===== src/rtl/jamma_pkg.sv =====
// rtl/jamma_pkg.sv - shared defaults, scan states and idle level for the JAMMA input scanner
package jamma_pkg;

  localparam int NUM_CH_DEF   = 2;
  localparam int WIDTH_DEF    = 8;
  localparam int SETTLE_DEF   = 2;
  localparam int DEBOUNCE_DEF = 3;

  typedef enum logic {
    ST_SETTLE = 1'b0,
    ST_SAMPLE = 1'b1
  } scan_state_t;

  // JAMMA inputs are active-low, so an idle (released) bit reads as one.
  localparam logic IDLE_LVL = 1'b1;

  function automatic int sel_width(input int n);
    return (n > 1) ? $clog2(n) : 1;
  endfunction

endpackage


===== src/rtl/jamma_debounce.sv =====
// rtl/jamma_debounce.sv - per-bit history debouncer for one player bank
module jamma_debounce
  import jamma_pkg::*;
#(
  parameter int WIDTH    = WIDTH_DEF,
  parameter int DEBOUNCE = DEBOUNCE_DEF
) (
  input  logic             pclk,
  input  logic             reset_n,
  input  logic             shift,
  input  logic             clear,
  input  logic [WIDTH-1:0] sample,
  output logic [WIDTH-1:0] bank
);

  generate
    if (DEBOUNCE == 1) begin : g_direct
      always_ff @(posedge pclk) begin
        if (!reset_n || clear) begin
          bank <= {WIDTH{IDLE_LVL}};
        end else if (shift) begin
          bank <= sample;
        end
      end
    end else begin : g_hist
      // The incoming sample is the newest history entry, so only DEBOUNCE-1 older ones are stored.
      localparam int HD = DEBOUNCE - 1;

      logic [HD-1:0][WIDTH-1:0] hist;
      logic [WIDTH-1:0]         all_hi;
      logic [WIDTH-1:0]         all_lo;

      always_comb begin
        all_hi = sample;
        all_lo = ~sample;
        for (int i = 0; i < HD; i++) begin
          all_hi = all_hi & hist[i];
          all_lo = all_lo & ~hist[i];
        end
      end

      always_ff @(posedge pclk) begin
        if (!reset_n || clear) begin
          hist <= {HD{{WIDTH{IDLE_LVL}}}};
          bank <= {WIDTH{IDLE_LVL}};
        end else if (shift) begin
          hist[0] <= sample;
          for (int i = 1; i < HD; i++) begin
            hist[i] <= hist[i-1];
          end
          bank <= (bank | all_hi) & ~all_lo;
        end
      end
    end
  endgenerate

endmodule


===== src/rtl/jamma_input_scanner.sv =====
// rtl/jamma_input_scanner.sv - time-multiplexed JAMMA bank scanner with settle delay and debounce
module jamma_input_scanner
  import jamma_pkg::*;
#(
  parameter int NUM_CH   = NUM_CH_DEF,
  parameter int WIDTH    = WIDTH_DEF,
  parameter int SETTLE   = SETTLE_DEF,
  parameter int DEBOUNCE = DEBOUNCE_DEF,
  localparam int SEL_W   = sel_width(NUM_CH)
) (
  input  logic                    pclk,
  input  logic                    reset_n,
  input  logic                    scan_en,
  input  logic                    mux_en,
  input  logic [WIDTH-1:0]        jjoy,
  output logic [SEL_W-1:0]        jselect,
  output logic [NUM_CH*WIDTH-1:0] joy_out,
  output logic                    scan_done
);

  localparam int               CNT_W    = $clog2(SETTLE + 1);
  localparam logic [CNT_W-1:0] CNT_LAST = CNT_W'(SETTLE - 1);
  localparam logic [SEL_W-1:0] LAST_CH  = SEL_W'(NUM_CH - 1);

  scan_state_t      state_q, state_d;
  logic [CNT_W-1:0] count_q, count_d;
  logic [SEL_W-1:0] ch_q, ch_d;
  logic             single_q, single_d;
  logic             done_q, done_d;
  logic             multi;
  logic             sample_now;

  // A single-bank build can never scan, whatever mux_en says.
  assign multi      = mux_en && (NUM_CH > 1);
  assign sample_now = scan_en && (state_q == ST_SAMPLE);

  always_ff @(posedge pclk) begin
    if (!reset_n) begin
      state_q  <= ST_SETTLE;
      count_q  <= '0;
      ch_q     <= '0;
      single_q <= 1'b0;
      done_q   <= 1'b0;
    end else if (scan_en) begin
      state_q  <= state_d;
      count_q  <= count_d;
      ch_q     <= ch_d;
      single_q <= single_d;
      done_q   <= done_d;
    end
  end

  always_comb begin
    state_d  = state_q;
    count_d  = count_q;
    ch_d     = ch_q;
    single_d = single_q;
    done_d   = 1'b0;
    case (state_q)
      ST_SETTLE: begin
        count_d = count_q + 1'b1;
        if (count_q == CNT_LAST) begin
          state_d = ST_SAMPLE;
        end
      end
      ST_SAMPLE: begin
        // Mode is only looked at here, so a slot in progress always completes.
        count_d  = '0;
        state_d  = ST_SETTLE;
        single_d = !multi;
        if (multi) begin
          ch_d   = (ch_q == LAST_CH) ? '0 : ch_q + 1'b1;
          done_d = (ch_q == LAST_CH);
        end else begin
          ch_d   = '0;
          done_d = (ch_q == '0);
        end
      end
    endcase
  end

  assign jselect   = ch_q;
  // A pulse caught by a freeze is held back and shown once scanning resumes.
  assign scan_done = done_q && scan_en;

  generate
    for (genvar c = 0; c < NUM_CH; c++) begin : g_bank
      jamma_debounce #(
        .WIDTH    (WIDTH),
        .DEBOUNCE (DEBOUNCE)
      ) u_debounce (
        .pclk    (pclk),
        .reset_n (reset_n),
        .shift   (sample_now && (ch_q == SEL_W'(c))),
        .clear   (scan_en && single_q && (c != 0)),
        .sample  (jjoy),
        .bank    (joy_out[c*WIDTH +: WIDTH])
      );
    end
  endgenerate

endmodule


===== config.mk =====
export PLATFORM = sky130hd
export DESIGN_NAME = jamma_input_scanner
export DESIGN_NICKNAME = d
export VERILOG_FILES = /design/src/rtl/jamma_pkg.sv /design/src/rtl/jamma_debounce.sv /design/src/rtl/jamma_input_scanner.sv
export SDC_FILE = /design/constraint.sdc
export NUM_CORES = 1
export LEC_CHECK = 0
export CORE_ASPECT_RATIO = 1.1
export CORE_MARGIN = 3
export CORE_UTILIZATION = 48
export DETAILED_ROUTE_END_ITERATION = 7
export GPL_ROUTABILITY_DRIVEN = 0
export PLACE_DENSITY = 0.74
export SYNTH_ARGS = -nofsm -noshare
export SYNTH_HDL_FRONTEND = slang
export SYNTH_SLANG_ARGS = --single-unit

===== constraint.sdc =====
create_clock -name pclk -period 1.1 [get_ports pclk]
set_input_delay 0.11 -clock pclk [delete_from_list [all_inputs] [get_ports pclk]]
set_output_delay 0.11 -clock pclk [all_outputs]
set_load 0.02 [all_outputs]

==> results of run 1 <==
## layout by cell type (no fill, tap or decap), types with 5 or more instances in the layout
cell type and count:
nand3_1 33, clkdlybuf4s15_2 6, o31ai_2 8, clkbuf_2 10, buf_6 5, clkbuf_8 5, clkdlybuf4s50_1 10, nand2_1 82
nand4_1 32, buf_4 26, dfxtp_1 49, o31ai_1 7
## logic make-up after synthesis
kind of cell | share of synthesized area (%)
buffers and inverters | 6.438
AO/OA/AOI/OAI | 7.465
multiplexers | 0.5128
flip-flops | 49.23
AND/OR/NAND/NOR | 35.21
adder cells (fa/ha/maj) | 1.139
## per-stage QoR
step / util, % / area, um^2
2_1_floorplan: - / 2205
3_3_place_gp: 61.38 / 2669
3_5_place_dp: 61.38 / 2669
4_1_cts: 64.60 / 2809
5_1_grt: 68.43 / 2975
6_report: 68.43 / 2975
## registers in the layout, indices dropped and copies added (netlist names)
name and count:
done_q 1, jselect 1, count_q 2, g_bank.u_debounce.bank 16, g_bank.u_debounce.g_hist.hist 32, state_q 1
single_q 1
## worst min-delay path, cell delays in order
cell and delay (ns):
dlygate4sd2_1 0.26, buf_4 0.16, nand3b_1 0.08, a21oi_1 0.05
## where the power goes
group / switching (W) / internal (W) / leakage [nW]
Clock: 0.000653 / 0.000451 / 0.0484
Combinational: 0.000163 / 0.000161 / 0.879
Sequential: 0.0000257 / 0.00198 / 0.438
## per-layer routing
layer / vias to the layer above / part of all wire [%]
li1: 1039 / -
met1: 956 / 44
met2: 56 / 50
met3: 6 / 4.5
met4: 0 / 1.4
met5: - / 0
## layout make-up
| cell class | instances | area (um^2) | share of cell area [%] |
|---|---|---|---|
| well taps | 54 | 67.56 | 2.271 |
| inverters | 3 | 11.26 | 0.3785 |
| clock buffers | 5 | 68.82 | 2.313 |
| multi-input cells | 189 | 1140 | 38.31 |
| repair buffers | 63 | 575.6 | 19.34 |
| flip-flops and latches | 54 | 1092 | 36.71 |
| clock inverters | 3 | 20.02 | 0.6728 |
## worst min path at each step
stage,startpoint,end,cells after the start
3_5_place_dp,done_q,done_q,2
6_report,scan_en,state_q,4
3_3_place_gp,done_q,done_q,2
4_1_cts,scan_en,state_q,4
5_1_grt,scan_en,state_q,4
2_1_floorplan,mux_en,single_q,1
## what timing repair did
action	in CTS	in global routing
cloned	1	4
pin swaps	1	4
buffers inserted	1	5
setup endpoints to repair	57	46
resized for setup	47	43
==> run_results.csv, run 1 <==
group,metric,value,unit
die,start_util,50.50,%
grt,grtUsageTotal,17.21,%
die,fp.dieArea,0.005423,mm^2
setup_path,cp_common_cell,"nand4_1",
sta,rsz0062_at_grt,"true",
setup_path,rrSetupSlack,-0.07,ns
route,antenna_left,0,
clock_tree,cts_max_path_buffers,2,
route,post_drt_wl_per_cell,14.18,um
setup_path,r2r-start,"jselect",
sta,fmax,855.6,MHz
final_layout,area_growth_syn_to_layout,35.50,%
yosys,synth_area,0.002196,mm^2
setup_path,required,1.27,ns
die,core,0.004348,mm^2
route,drc,0,
setup_path,arrival,1.34,ns
sta,tns,-0.3508,ns
route,drt_pass1_iterations,4,
setup_path,start_kind,"flip-flop",
yosys,synth-seq-area-share,49.23,%
sta,finalSetupViolations,13,
sta,fin_skew,0.005970,ns
die,die_x,70.49,um
power,p_leak,1.366,nW
placement,numPortBuffers,29,
clock_tree,cts_root_buf,"clkbuf_8",
grt,grt.met1_usage,20.23,%
setup_path,worst-setup-path-type,"reg2reg",
flow_run,maxCapViolations,0,
die,rows,25,
power,power_density,1154,mW/mm^2
final_layout,layout-drive-gt1-share,27.76,%
grt,grt_max_degree,26,
clock_tree,htreeDepth,2,
route,vias,2057,
sta,finalHoldViolations,0,
grt,grt_pass1_wl,7679,um
sta,slew_headroom,76.63,%
setup_path,cp_slowest_cell,"dfxtp_4",
clock_tree,ctsHoldBuffers,0,
yosys,synth_warnings,0,
setup_path,path_depth,4,
yosys,syn-mean-instance-area,8.446,um^2
grt,grt_pass1_vias,1760,
grt,met3_usage,3.670,%
yosys,synth_most_common_cell,"nand2_1",
yosys,synthTopCellsByCount,"nand2_1, dfxtp_1, nand3_1, nand4_1, o31ai_1",
power,vdd_drop_max,0.0008070,V
final_layout,n_antenna_cell,0,
setup_path,crit_fanout,24,
setup_path,crit_family,"flip-flops",
run_status,status,"finished, violations left",
yosys,synth-seq-cells,54,
power,finalPower,0.003433,W
sta,final.min_clock_period,1.169,ns
sta,worst_slew_pin_slew,0.3495,ns
route,vias_per_cell,5.544,
setup_path,cpPeakStageDelay,0.44,ns
sta,setup_slack,-0.06871,ns
grt,antenna_found_initial,0,
run_status,violations,"negative setup slack",
clock_tree,cts.clk_slew.worst_paths,0.09,ns
sta,finalCritPeriodShare,106.2,%
yosys,synth_fp_nets,274,
grt,grt_overflow_total,0,
yosys,synth_top_cell_area_share,49.23,%
placement,dp_hpwl,3069,um
yosys,synth_top_cell_by_area,"dfxtp_1",
worst_hold_path,holdCritPathClass,"in2reg",
yosys,async_reset_ff_share,0,%
final_layout,layout.nets,330,
clock_tree,cts-buffers-inserted,5,
sta,holdWs,0.3986,ns
grt,grt.busiest_layer,"met2",
route,wl,5260,um
clock_tree,cts_tree,"done",
die,die_y,76.94,um
grt,use_met2,30.99,%
setup_path,r2r_end,"g_bank[0].u_debounce.bank[1]",
yosys,synth_cells,260,
die,ios,30,
yosys,synth_area_leaders,"dfxtp_1, nand2_1, nand4_1",
clock_tree,clk_latency,0.30,ns
setup_path,crit_chain,"and3b_2, buf_12, nand4_1, nand4_1",
placement,dp_cells,352,
setup_path,end_kind,"flip-flop",
setup_path,cp_num_buf_inv,1,
yosys,ys_types,24,
final_layout,n_fill_cell,357,
placement,dp_worst_setup_slack,-0.4315,ns
route,drt_iter0_drc,151,
setup_path,crit_end,"g_bank[0].u_debounce.bank[1]",
final_layout,stdcell_count,371,
yosys,synth-edff-count,0,
clock_tree,clock_sink_count,54,
yosys,synth_flop_cell,"dfxtp_1",
setup_path,startpoint,"jselect",
setup_path,r2r_cells,4,
sta,final_max_slew_viol_count,0,
No activity file was read; power rests on OpenSTA's default activity.
==> inputs of run 2 (changes only) <==
==> constraint.sdc (replaced) <==
create_clock -name pclk -period 1.1 [get_ports pclk]
set_input_delay 0.11 -clock pclk [delete_from_list [all_inputs] [get_ports pclk]]
set_output_delay 0.11 -clock pclk [all_outputs]
set_load 0.05 [all_outputs]
==> run 2 against run 1 <==
  * The flow still finishes with violations (negative setup slack)
  * Via count hardly changed
  * Total power grew 3.0%
  * First-iteration DRC count grew 8.6%
  * Count of clock-buffer cells in the layout rose by 1
  * Worst setup slack worse by 0.0051 ns
  * Critical endpoint is now g_bank[1].u_debounce.bank[3]
  * Largest power group unchanged
==> run_results.csv, run 2 (same netlist as run 1, synthesis figures left out) <==
group,metric,value,unit
clock_tree,cts.clk_slew.worst_paths,0.10,ns
die,start_util,50.50,%
placement,dp_hpwl,3170,um
route,vias,2058,
power,p_leak,1.436,nW
final_layout,final_common_cell,"nand2_1",
setup_path,crit_fanout,6,
die,core,0.004348,mm^2
setup_path,cp_num_buf_inv,2,
die,fp.dieArea,0.005423,mm^2
setup_path,crit_family,"flip-flops",
route,drt_iter0_drc,164,
grt,grt_pass1_vias,1866,
power,switching_share,23.63,%
setup_path,worst-setup-path-type,"reg2reg",
flow_run,maxCapViolations,0,
final_layout,layout.nets,324,
clock_tree,cts-buffers-inserted,5,
clock_tree,cts_root_buf,"clkbuf_8",
sta,final_max_slew_viol_count,0,
route,post_drt_wl_per_cell,14.99,um
sta,finalSetupViolations,45,
grt,grtUsageTotal,18.11,%
power,internal-power,0.002700,W
worst_hold_path,holdPathStages,2,
power,switchingPower,0.0008353,W
placement,numPortBuffers,29,
worst_hold_path,min_from,"mux_en",
sta,slew_headroom,78.25,%
clock_tree,clock_sink_count,54,
setup_path,r2r_cells,5,
grt,grt_overflow_total,0,
final_layout,n_antenna_cell,0,
setup_path,rrSetupSlack,-0.07,ns
final_layout,regMostFlops,"g_bank.u_debounce.g_hist.hist",
setup_path,cpPeakStageDelay,0.39,ns
sta,worst_slew_pin_slew,0.3252,ns
sta,finalHoldViolations,0,
setup_path,required,1.29,ns
power,p_clk_share,35.2,%
power,vdd_drop_max,0.0008295,V
grt,grt_pass1_wl,8107,um
setup_path,start_kind,"flip-flop",
route,wl,5470,um
worst_hold_path,worstHoldEndpoint,"single_q",
setup_path,cp_slowest_cell,"dfxtp_4",
power,seqPwrFrac,56.7,%
die,rows,25,
sta,finalCritPeriodShare,106.7,%
clock_tree,ctsHoldBuffers,0,
sta,setup_slack,-0.07379,ns
power,power_frac_comb,8.1,%
clock_tree,htreeDepth,2,
route,drt_pass1_iterations,4,
setup_path,r2r_end,"g_bank[1].u_debounce.bank[3]",
final_layout,reg_top3,"g_bank.u_debounce.g_hist.hist: 32 flops, g_bank.u_debounce.bank: 16 flops, count_q: 2 flops",
setup_path,arrival,1.37,ns
final_layout,largest_register_ffs,32,
setup_path,crit_chain,"buf_6, nand3_4, buf_12, o31ai_2, nand4_1",
run_status,violations,"negative setup slack",
final_layout,area_growth_syn_to_layout,48.83,%
die,die_y,76.94,um
die,ios,30,
sta,rsz0062_at_grt,"true",
route,drc,0,
grt,grt_max_degree,26,
clock_tree,clk_latency,0.31,ns
sta,fin_skew,0.01096,ns
sta,holdWs,0.4307,ns
grt,antenna_found_initial,0,
route,vias_per_cell,5.638,
power,power_density,1082,mW/mm^2
route,antenna_left,0,
setup_path,end_kind,"flip-flop",
final_layout,n_fill_cell,293,
clock_tree,cts_max_path_buffers,2,
final_layout,multiInputGateArea,0.001170,mm^2
worst_hold_path,holdCritPathClass,"in2reg",
final_layout,layout-drive-gt1-share,29.26,%
sta,final.min_clock_period,1.174,ns
clock_tree,cts_tree,"done",
die,die_x,70.49,um
final_layout,fin_util,75.17,%
final_layout,layout_common_cells,"nand2_1, dfxtp_1, nand4_1, nand3_1, buf_12",
sta,fmax,851.9,MHz
run_status,status,"finished, violations left",
final_layout,seq_area,0.001089,mm^2
setup_path,r2r-start,"jselect",
## run 2: cell count changes in the layout (fill, tap and decap cells not counted), sizes merged
cell	delta
dlygate4sd2	-1
clkdlybuf4s15	-5
inv	-1
buf	+11
nand3b	-1
clkbuf	-6
bufbuf	-1
clkinvlp	+2
clkinv	-2
nand3	-2
## run 2: area by class of cell
type / count / share of cell area (%)
Sequential cell: 54 / 33.31
Multi-Input combinational cell: 186 / 35.80
Tap cell: 54 / 2.067
Clock buffer: 6 / 2.871
Clock inverter: 2 / 0.4594
Inverter: 3 / 0.3446
Timing Repair Buffer: 60 / 25.15
## run 2: worst max path at each step
stage	start	end	slack (ns)	cells after the start
2_1_floorplan	jselect	g_bank[0].u_debounce.bank[4]	-0.09	5
6_report	jselect	g_bank[1].u_debounce.bank[3]	-0.07	5
5_1_grt	state_q	g_bank[0].u_debounce.bank[7]	-0.14	4
4_1_cts	jselect	g_bank[0].u_debounce.bank[1]	-0.08	3
3_5_place_dp	scan_en	g_bank[0].u_debounce.bank[0]	-0.46	4
3_3_place_gp	scan_en	g_bank[0].u_debounce.bank[5]	-0.37	4
## run 2: layer usage
metal	part of all wire [%]	global-route usage [%]
met5	0	0
met4	1.5	5.172
met3	4.8	4.325
met2	51	31.55
met1	43	21.96
## run 2: power by group through the flow
stage | logic [W] | clock network, W | registers (W)
global placement | 0.000250 | 0 | 0.00205
finish | 0.000287 | 0.00124 | 0.00200
CTS | 0.000261 | 0.00126 | 0.00200
floorplan | 0.000130 | 0 | 0.00205
detailed placement | 0.000258 | 0 | 0.00205
global route | 0.000315 | 0.00133 | 0.00201
## run 2: metrics by stage
step / worst slack [ns] / cell area [um^2] / power (W) / setup TNS [ns] / cells
2_1_floorplan: -0.09059 / 2200 / 0.002175 / -1.742 / 260
3_3_place_gp: -0.3737 / 2838 / 0.002299 / -17.32 / 349
3_5_place_dp: -0.4636 / 2838 / 0.002308 / -19.44 / 349
4_1_cts: -0.07934 / 2964 / 0.003524 / -1.377 / 358
5_1_grt: -0.1431 / 3268 / 0.003655 / -5.104 / 365
6_report: -0.07379 / 3268 / 0.003535 / -1.701 / 365
## run 2: what timing repair did
| action | in CTS | in global routing |
|---|---|---|
| pin swaps | 1 | 13 |
| buffers inserted | 1 | 3 |
| gates resized for setup | 6 | 39 |
| setup endpoints to repair | 51 | 49 |
| gates cloned | 0 | 4 |
==> inputs of run 3 (changes only) <==
SLEW_MARGIN = 20   (was unset)
clock period = 1 ns   (was 1.1 ns; I/O delays follow)
==> run 3 against run 2 <==
  * The run still ends with negative setup slack left
  * Combinational power increased by 29%
  * Register-to-register slack got worse by 0.15 ns
  * Highest routed layer unchanged
  * Critical endpoint is now g_bank[0].u_debounce.bank[3]
  * First-iteration DRC count grew 7.3%
  * Die area unchanged
  * Clock power rose by 10%
==> run_results.csv, run 3 (same netlist as run 1, synthesis figures left out) <==
group,metric,value,unit
run_status,status,"finished, violations left",
run_status,violations,"negative setup slack",
clock_tree,cts_tree,"done",
setup_path,cp_common_cell,"nand4_1",
grt,antenna_found_initial,0,
grt,grt_max_degree,26,
setup_path,worst-setup-path-type,"reg2reg",
clock_tree,clock_sink_count,54,
flow_run,maxCapViolations,0,
route,post_drt_wl_per_cell,16.35,um
sta,finalHoldViolations,0,
setup_path,crit_end,"g_bank[0].u_debounce.bank[3]",
sta,slew_headroom,76.37,%
power,finalPower,0.003945,W
die,ios,30,
sta,final.min_clock_period,1.224,ns
final_layout,area_growth_syn_to_layout,54.30,%
setup_path,cp_slowest_cell,"dfxtp_4",
clock_tree,htreeDepth,2,
final_layout,layout.nets,335,
die,die_y,76.94,um
power,power_density,1164,mW/mm^2
die,die_x,70.49,um
setup_path,crit_family,"simple AND/OR/NAND/NOR gates",
clock_tree,cts-buffers-inserted,5,
route,drc,0,
final_layout,largest_register_ffs,32,
setup_path,end_kind,"flip-flop",
final_layout,layout-drive-gt1-share,37.89,%
final_layout,layout_common_cells,"nand2_1, dfxtp_1, nand4_1, nand3_1, buf_4",
setup_path,arrival,1.40,ns
grt,grtUsageTotal,21.90,%
setup_path,cp_num_buf_inv,2,
route,drt_pass1_iterations,5,
sta,final_max_slew_viol_count,0,
final_layout,seq_area,0.001109,mm^2
placement,place_area,0.002848,mm^2
final_layout,reg_top3,"g_bank.u_debounce.g_hist.hist: 32 flops, g_bank.u_debounce.bank: 16 flops, count_q: 2 flops",
final_layout,multiInputGateArea,0.001180,mm^2
worst_hold_path,holdCritPathClass,"in2reg",
power,p_leak,1.515,nW
final_layout,n_antenna_cell,0,
setup_path,start_kind,"flip-flop",
die,start_util,50.50,%
die,fp.dieArea,0.005423,mm^2
sta,fmax,816.7,MHz
grt,grt_overflow_total,0,
sta,fin_skew,0.007558,ns
grt,grt_pass1_vias,2030,
route,wl,6148,um
clock_tree,cts_root_buf,"clkbuf_8",
setup_path,required,1.18,ns
sta,setup_slack,-0.2245,ns
setup_path,r2r_cells,5,
setup_path,crit_fanout,24,
setup_path,rrSetupSlack,-0.22,ns
final_layout,n_fill_cell,266,
worst_hold_path,holdPathStages,4,
clock_tree,cts.clk_slew.worst_paths,0.09,ns
sta,tns,-7.661,ns
setup_path,cpPeakStageDelay,0.39,ns
setup_path,crit_chain,"buf_6, and3b_2, buf_12, nand4_1, nand4_1",
clock_tree,clk_latency,0.31,ns
setup_path,path_depth,5,
route,vias_per_cell,5.787,
route,vias,2176,
grt,grt_pass1_wl,9604,um
placement,dp_hpwl,3375,um
setup_path,r2r-start,"state_q",
placement,numPortBuffers,29,
route,antenna_left,0,
sta,finalCritPeriodShare,122.4,%
sta,worst_slew_pin_slew,0.3534,ns
setup_path,r2r_end,"g_bank[0].u_debounce.bank[3]",
clock_tree,cts_max_path_buffers,2,
final_layout,final_common_cell,"nand2_1",
sta,rsz0062_at_grt,"true",
route,drt_iter0_drc,176,
die,rows,25,
sta,finalSetupViolations,53,
final_layout,final_area,0.003388,mm^2
die,core,0.004348,mm^2
final_layout,regMostFlops,"g_bank.u_debounce.g_hist.hist",
power,vdd_drop_max,0.0009774,V
setup_path,startpoint,"state_q",
run 3: cell count changes in the layout (fill, tap and decap cells not counted), moves of 3 or more:
cell / change
o31ai_2: +4
o31ai_1: +3
dfxtp_1: -16
o31ai_4: -7
dfxtp_2: +16
buf_6: +8
run 3: per-layer routing:
| metal | GRT usage (%) | part of all wire (%) | vias to the layer above |
|---|---|---|---|
| met5 | 0 | 0 | - |
| met4 | 7.088 | 2.7 | 0 |
| met3 | 4.194 | 4.5 | 21 |
| met2 | 37.45 | 53 | 69 |
| met1 | 27.47 | 39 | 1036 |
| li1 | - | - | 1050 |
run 3: cell type report:
class,count,share of cell area [%]
clock buffers,7,2.880
clock inverters,1,0.2216
inverters,3,0.4062
multi-input cells,188,34.82
flip-flops and latches,54,32.72
well taps,54,1.994
repair buffers,69,26.96
run 3: repair_timing:
item,in CTS,in global routing
cloned,4,2
pin swaps,5,15
resized for setup,40,37
hold buffers,0,0
setup endpoints to repair,58,66
buffers inserted,7,3
run 3: how the worst min path moves through the flow:
stage                        from                             endpoint  slack (ns)
after global routing      scan_en  g_bank[0].u_debounce.g_hist.hist[0]        0.31
after CTS                 scan_en  g_bank[0].u_debounce.g_hist.hist[0]        0.29
final                     scan_en  g_bank[0].u_debounce.g_hist.hist[0]        0.31
after global placement     done_q                               done_q        0.45
after detailed placement   done_q                               done_q        0.46
after floorplan            mux_en                             single_q        0.22
run 3: tightest hold or removal path: cells and delay by family:
| kind | cells | cell delay (ns) |
|---|---|---|
| simple gates | 3 | 0.31 |
| buf+inv | 1 | 0.17 |
run 3: report_power, final:
| group | internal [W] | switching (W) |
|---|---|---|
| sequential | 0.00218 | 0.0000318 |
| combinational | 0.000180 | 0.000192 |
| clock | 0.000648 | 0.000718 |
| total | 0.00300 | 0.000942 |
run 3: metrics by stage:
| stage | worst slack (ns) | std cells | utilization (%) | hold WS [ns] |
|---|---|---|---|---|
| after CTS | -0.1914 | 371 | 73.50 | 0.2887 |
| after floorplan | -0.1906 | 260 | - | 0.2196 |
| after detailed placement | -0.5989 | 352 | 65.50 | 0.4631 |
| final | -0.2245 | 376 | 77.93 | 0.3051 |
| after global placement | -0.5186 | 352 | 65.50 | 0.4521 |
| after global routing | -0.2542 | 376 | 77.93 | 0.3059 |
